[config.mk]
export PLATFORM = sky130hd
export DESIGN_NAME = bsr_chain
export DESIGN_NICKNAME = d
export VERILOG_FILES = /design/src/rtl/bsr_pkg.sv /design/src/rtl/bsr_cell.sv /design/src/rtl/bsr_chain.sv
export SDC_FILE = /design/constraint.sdc
export NUM_CORES = 1
export LEC_CHECK = 0
export ABC_AREA = 1
export CAP_MARGIN = 25
export CORE_MARGIN = 3
export CORE_UTILIZATION = 37
export DETAILED_ROUTE_END_ITERATION = 16
export PLACE_DENSITY = 0.76
export SETUP_SLACK_MARGIN = 0.5
export SLEW_MARGIN = 20
export SYNTH_ARGS = -nofsm -noshare
export SYNTH_HDL_FRONTEND = slang
export SYNTH_SLANG_ARGS = --single-unit
[constraint.sdc]
create_clock -name tck -period 0.8 [get_ports tck]
set_clock_uncertainty 0.05 [all_clocks]
set_input_delay 0.12 -clock tck [delete_from_list [all_inputs] [get_ports tck]]
set_output_delay 0.12 -clock tck [all_outputs]
set_load 0.05 [all_outputs]
[src/rtl/bsr_pkg.sv]
// Shared definitions for the boundary-scan register chain.
// Holds the 2-bit instruction-mode type and its encodings, as decoded by the TAP controller.
package bsr_pkg;

    typedef logic [1:0] bsr_mode_t;

    localparam bsr_mode_t BSR_NORMAL         = 2'd0;
    localparam bsr_mode_t BSR_SAMPLE_PRELOAD = 2'd1;
    localparam bsr_mode_t BSR_EXTEST         = 2'd2;
    localparam bsr_mode_t BSR_INTEST         = 2'd3;

endpackage

[src/rtl/bsr_cell.sv]
// One boundary-scan cell: a shift flop and an update flop.
// Ports:
//   tck, trst_n   test clock (rising edge) and asynchronous active-low reset
//   capture_en    load shift flop from par_in
//   shift_en      load shift flop from ser_in
//   update_en     copy shift flop into update flop
//   par_in        parallel capture data
//   ser_in        serial data from the previous stage (or TDI)
//   sr, ur        shift flop and update flop contents
// Strobe priority is resolved by the caller; this cell still prefers capture over shift
// so that it stays well-defined if both enables are ever asserted together.
module bsr_cell (
    input  logic tck,
    input  logic trst_n,
    input  logic capture_en,
    input  logic shift_en,
    input  logic update_en,
    input  logic par_in,
    input  logic ser_in,
    output logic sr,
    output logic ur
);

    logic sr_q;
    logic ur_q;

    always_ff @(posedge tck or negedge trst_n) begin
        if (!trst_n) begin
            sr_q <= 1'b0;
        end else if (capture_en) begin
            sr_q <= par_in;
        end else if (shift_en) begin
            sr_q <= ser_in;
        end
    end

    always_ff @(posedge tck or negedge trst_n) begin
        if (!trst_n) begin
            ur_q <= 1'b0;
        end else if (update_en) begin
            ur_q <= sr_q;
        end
    end

    assign sr = sr_q;
    assign ur = ur_q;

endmodule

[src/rtl/bsr_chain.sv]
// Parametrised boundary-scan register chain.
// Chain order TDI -> TDO: in[0]..in[N_IN-1], out[0]..out[N_OUT-1], oe.
// Ports:
//   tck, trst_n                     test clock, asynchronous active-low reset
//   tdi, tdo                        serial scan in / out (tdo = last shift stage)
//   select                          chain selected; gates all strobes
//   capture_dr, shift_dr, update_dr TAP strobes (priority capture > shift > update)
//   mode                            NORMAL / SAMPLE_PRELOAD / EXTEST / INTEST
//   pin_in  -> core_out             input cells (pin to core)
//   core_in -> pin_out              output cells (core to pin)
//   core_oe -> pin_oe               shared output-enable control cell
// Build option: define BSR_INTEST_EN to enable INTEST; otherwise mode 3 is transparent.
module bsr_chain
    import bsr_pkg::*;
#(
    parameter int unsigned N_IN  = 2,
    parameter int unsigned N_OUT = 2
) (
    input  logic             tck,
    input  logic             trst_n,
    input  logic             tdi,
    output logic             tdo,
    input  logic             select,
    input  logic             capture_dr,
    input  logic             shift_dr,
    input  logic             update_dr,
    input  logic [1:0]       mode,
    input  logic [N_IN-1:0]  pin_in,
    output logic [N_IN-1:0]  core_out,
    input  logic [N_OUT-1:0] core_in,
    input  logic             core_oe,
    output logic [N_OUT-1:0] pin_out,
    output logic             pin_oe
);

    localparam int unsigned L = N_IN + N_OUT + 1;

    logic         capture_en;
    logic         shift_en;
    logic         update_en;
    logic [L-1:0] par_in;
    logic [L-1:0] ser_in;
    logic [L-1:0] sr;
    logic [L-1:0] ur;

    logic [N_IN-1:0]  ur_in;
    logic [N_OUT-1:0] ur_out;
    logic             ur_oe;

    // A lower-priority strobe on the same edge as a higher one is dropped.
    assign capture_en = select & capture_dr;
    assign shift_en   = select & shift_dr & ~capture_dr;
    assign update_en  = select & update_dr & ~capture_dr & ~shift_dr;

    assign par_in = {core_oe, core_in, pin_in};
    assign ser_in = {sr[L-2:0], tdi};

    for (genvar k = 0; k < L; k++) begin : g_cell
        bsr_cell u_cell (
            .tck        (tck),
            .trst_n     (trst_n),
            .capture_en (capture_en),
            .shift_en   (shift_en),
            .update_en  (update_en),
            .par_in     (par_in[k]),
            .ser_in     (ser_in[k]),
            .sr         (sr[k]),
            .ur         (ur[k])
        );
    end

    assign tdo    = sr[L-1];
    assign ur_in  = ur[N_IN-1:0];
    assign ur_out = ur[N_IN+N_OUT-1:N_IN];
    assign ur_oe  = ur[L-1];

`ifndef BSR_INTEST_EN
    // Input-cell update flops still take preloads but never reach the core.
    logic unused_ur_in;
    assign unused_ur_in = ^ur_in;
`endif

    always_comb begin
        core_out = pin_in;
        pin_out  = core_in;
        pin_oe   = core_oe;
        case (mode)
            BSR_EXTEST: begin
                pin_out = ur_out;
                pin_oe  = ur_oe;
            end
`ifdef BSR_INTEST_EN
            BSR_INTEST: begin
                core_out = ur_in;
                pin_out  = ur_out;
                pin_oe   = 1'b0;  // keep pins tristated while the core is under test
            end
`endif
            default: ;
        endcase
    end

endmodule

# Word level (Yosys, flattened, before mapping)
# Index checks and enable logic that the tools add are counted.
[totals]
out_inout_bits = 6
inputBits = 14
ff_bits = 8
[classes]
n_mux = 12
eq_ne = 1
n_reduce_logical = 1
bitwise_logic = 8
[ops]
columns = ["cell", "count"]
rows = [
  ["two-way mux 1 bit", 11],
  ["bitwise AND 1 bit", 6],
  ["equality test 2 bit, second input constant", 1],
  ["two-way mux 2 bit", 1],
  ["NOT 1 bit", 2],
  ["nonzero test 2 bit", 1],
]

# Longest topological paths before layout
[logic_depth]
depth_word = 4
depth_mapped = 6
depth_no_buf = 5

# Cells and area by module
# From an unflattened synthesis, not the netlist that was laid out.
[unflattened]
cells_unflattened = 86
area_unflattened_um2 = 561.8
[by_module_without_submodules]
columns = ["mod", "area_each_um2", "instances", "seq_area_each_um2", "cells_each"]
rows = [
  ["bsr_cell", 93.8, 5, 50.0, 13],
  ["bsr_chain", 92.6, 1, 0.0, 21],
]

# Worst setup path after synthesis
# OpenSTA, ideal clock, no wires.
[synth_path]
path_kind = "reg-to-reg"
startpoint = "register g_cell[4].u_cell.sr_q"
endpoint = "register g_cell[4].u_cell.ur_q"
path_buffers = 0
stages_incl_launch_ff = 3
arrival_ns = 0.814
setup_slack_ns = -0.130
required_ns = 0.684
path_cell_list = "dfrtp_1 -> nand3_1 -> nand2_1"
[synth_lines]
columns = ["item", "line_no", "source"]
rows = [
  ["start, declared", "bsr_cell.sv:24", "logic sr_q;"],
  ["start signal, assigned", "bsr_cell.sv:31", "sr_q <= par_in;"],
  ["start signal, assigned", "bsr_cell.sv:33", "sr_q <= ser_in;"],
  ["end signal, assigned", "bsr_cell.sv:41", "ur_q <= sr_q;"],
  ["end, declared", "bsr_cell.sv:25", "logic ur_q;"],
]

# Final worst setup path
[layout_path]
startpoint = "register g_cell[3].u_cell.ur_q"
endpoint = "output port pin_out[1]"
[layout_via]
elab_chain_len = 1
[layout_lines]
columns = ["item", "line_no", "source"]
rows = [
  ["start, declared", "bsr_cell.sv:25", ""],
  ["start signal, assigned", "bsr_cell.sv:41", ""],
  ["two-way mux 2 bit", "bsr_chain.sv:87", "case (mode)"],
  ["end, declared", "bsr_chain.sv:32", "output logic [N_OUT-1:0] pin_out,"],
]
# No other way between the ends.

==> reports/qor.yml <==
status:
  outcome: "finished, violations left"
  violations: "hold timing, setup timing"
placement:
  place_congestion: 0.795
  hpwlAfterDp_um: 1060
  port_buffers: 19
power_and_ir_drop:
  totalPowerFinal_mw: 1.60
  power.leakage_nw: 0.487
  ir_drop_v: 0.000973
  p_seq_share_pct: 34.2
  p_sw_uw: 556
  comb_power_share_pct: 43.5
  pwr-share-clk_pct: 22.3
  p_int_mw: 1.04
  cellPowerDensity_nw_per_um2: 1650
  swShare_pct: 34.8
grt:
  grt_usage_pct: 20.1
  overflow: 0
  grt_pass1_vias: 543
  grt_max_degree: 9
  antenna_found_initial: 0
  grt_first_pass_wirelength_um: 2530
cts:
  htreeDepth: 1
  clkSinkCount: 8
  cts_buffers: 3
  cts_tree: "built"
  worstSkewPairLatency_ns: 0.27
  clk_path_buf_depth: 2
  cts_root_buf: "clkbuf_4"
  clkTransAtPathRegs_ns: 0.06
worst_setup_path:
  r2r_slack_ns: -0.11
  worst_setup_path_start_kind: "flip-flop"
  max_stage_delay_ns: 0.41
  worstPathArrival_ns: 0.95
  required_ns: 0.63
  cp_max_fo: 2
  endpoint_kind: "primary output"
  crit_type: "reg -> out"
  cp_slowest_cell: "dfrtp_1"
  r2r_cells: 4
  worst_r2r_endpoint: "g_cell[4].u_cell.sr$_DFFE_PN0P_"
  crit_chain: "nand3_4, nand2_4, buf_12"
  reg2reg_from: "g_cell[4].u_cell.sr$_DFFE_PN0P_"
synthesis:
  syn_area_sq_um: 490
  synth-compound-area-share_pct: 1.79
  ys_seq_elements: 8
  avgSynthCellArea_sq_um: 7.01
  synth_cell_type_count: 10
  synth.net_count: 84
  synth_fa_ha_area_share_pct: 0
  syn_inst: 70
  synth-xor-area-share_pct: 0
  synthMuxAreaShare_pct: 0
  ys_seq_area_share_pct: 40.8
  synth_top_family_by_area: "simple AND/OR/NAND/NOR gates"
  yosys_warnings: 0
  synth_simple_gate_area_share_pct: 48.2
floorplanning:
  die_x_um: 42.4
  core_area_sq_um: 1170
  ios: 20
  rows: 12
  initial_utilization_pct: 41.9
  die_area_sq_um: 1800
  die_h_um: 42.4
sta:
  timing.final.ws_setup_ns: -0.319
  tightest_slew_ns: 0.197
  holdWs_ns: -0.139
  fin_setup_tns_ns: -1.58
  rsz0062_at_grt: "true"
  finalHoldViolations: 8
  slew_violations: 0
  fmax_mhz: 893
  period_share_pct: 140
  period_needed_ns: 1.12
  maxSlewHeadroom_pct: 86.9
  finalSetupViolations: 8
run:
  max-cap-violations: 0
min_path:
  min_path_type: "in -> async"
finish:
  most-common-layout-cells: "nand2_1 (34), buf_12 (8), nand3_1 (7), dfrtp_1 (7), buf_4 (6)"
  syn_to_final_growth_pct: 97.2
  mostFrequentLayoutCell: "nand2_1"
  drive_gt1_share_pct: 44.1
  diodes: 0
  nNetsFinal: 117
detailed_routing:
  wirelength_um: 1580
  num_vias: 559
  wire_per_inst_um: 13.6
  drc: 0
  via_per_inst: 4.82
  drtPass1Iterations: 5
  ant_nets: 0
  first_iter_violations: 15
## worst max-delay path, delay by kind of cell, from the launching register on
| family | cells | cell delay (ns) |
|---|---|---|
| buffers and inverters | 1 | 0.14 |
| AND/OR/NAND/NOR | 2 | 0.13 |
| flip-flops | 1 | 0.41 |
## area by class of cell
cell class | count | area, sq um
clock buffers | 4 | 26.3
well taps | 14 | 17.5
inverters | 3 | 11.3
flip-flops and latches | 8 | 201
fillers | 73 | 204
multi-input cells | 55 | 323
repair buffers | 32 | 388
## cell usage after synthesis
| library cell | n | area, sq um |
|---|---|---|
| inv_1 | 1 | 3.75 |
| nand3_1 | 11 | 55.1 |
| buf_4 | 3 | 22.5 |
| nor2_4 | 2 | 22.5 |
| nand2_2 | 2 | 12.5 |
| nand2_1 | 39 | 146 |
| inv_2 | 2 | 7.51 |
| dfrtp_1 | 8 | 200 |
| buf_6 | 1 | 11.3 |
| o21ai_2 | 1 | 8.76 |
## how the worst max path moves through the flow
stage | from | end | depth (start not counted)
after CTS | g_cell[4].u_cell.ur$_DFFE_PN0P_ | pin_oe | 3
after global placement | capture_dr | g_cell[1].u_cell.sr$_DFFE_PN0P_ | 5
after floorplan | g_cell[4].u_cell.sr$_DFFE_PN0P_ | g_cell[4].u_cell.sr$_DFFE_PN0P_ | 2
after global routing | g_cell[4].u_cell.ur$_DFFE_PN0P_ | pin_oe | 3
final | g_cell[3].u_cell.ur$_DFFE_PN0P_ | pin_out[1] | 3
after detailed placement | capture_dr | g_cell[4].u_cell.sr$_DFFE_PN0P_ | 5
## sequential cells by signal, indices dropped and copies added, names as in the netlist
name / count
g_cell.u_cell.sr: 5
g_cell.u_cell.ur: 3
## cell families (layout without fill, tap and decap cells)
family | after synthesis | count (layout)
buffers and inverters | 7 | 39
DFF | 8 | 8
AOI/OAI and AO/OA | 1 | 1
and+or+nand+nor | 54 | 54
## per-layer routing
| layer | vias to the layer above | global-route usage, % | wire length [um] |
|---|---|---|---|
| li1 | 279 | - | - |
| met1 | 245 | 20.6 | 562 |
| met2 | 27 | 31.9 | 813 |
| met3 | 8 | 6.87 | 115 |
| met4 | 0 | 17.4 | 90 |
| met5 | - | 0 | 0 |
## power by group through the flow
stage          registers [mW]  clock network [mW]  logic, mW
3_3_place_gp            0.545                   0      0.573
4_1_cts                 0.547               0.362      0.671
2_1_floorplan           0.560                   0      0.278
5_1_grt                 0.556               0.398      0.742
3_5_place_dp            0.546                   0      0.584
6_report                0.547               0.356      0.695
## metrics by stage
stage	util (%)	setup WS [ns]	instance area (sq um)	std cells
finish	82.6	-0.319	967	116
global route	82.6	-0.374	967	116
CTS	81.9	-0.325	960	115
detailed placement	73.5	-0.488	861	108
global placement	73.5	-0.478	861	108
floorplan	-	0.00159	563	70
## repair_timing
item	CTS	global route
gates resized for setup	38	3
setup buffers	3	1
pin swaps	11	1
setup endpoints to repair	22	14
endpoints found under the hold margin	8	8
Note: power is estimated with default switching activity, not from simulation.
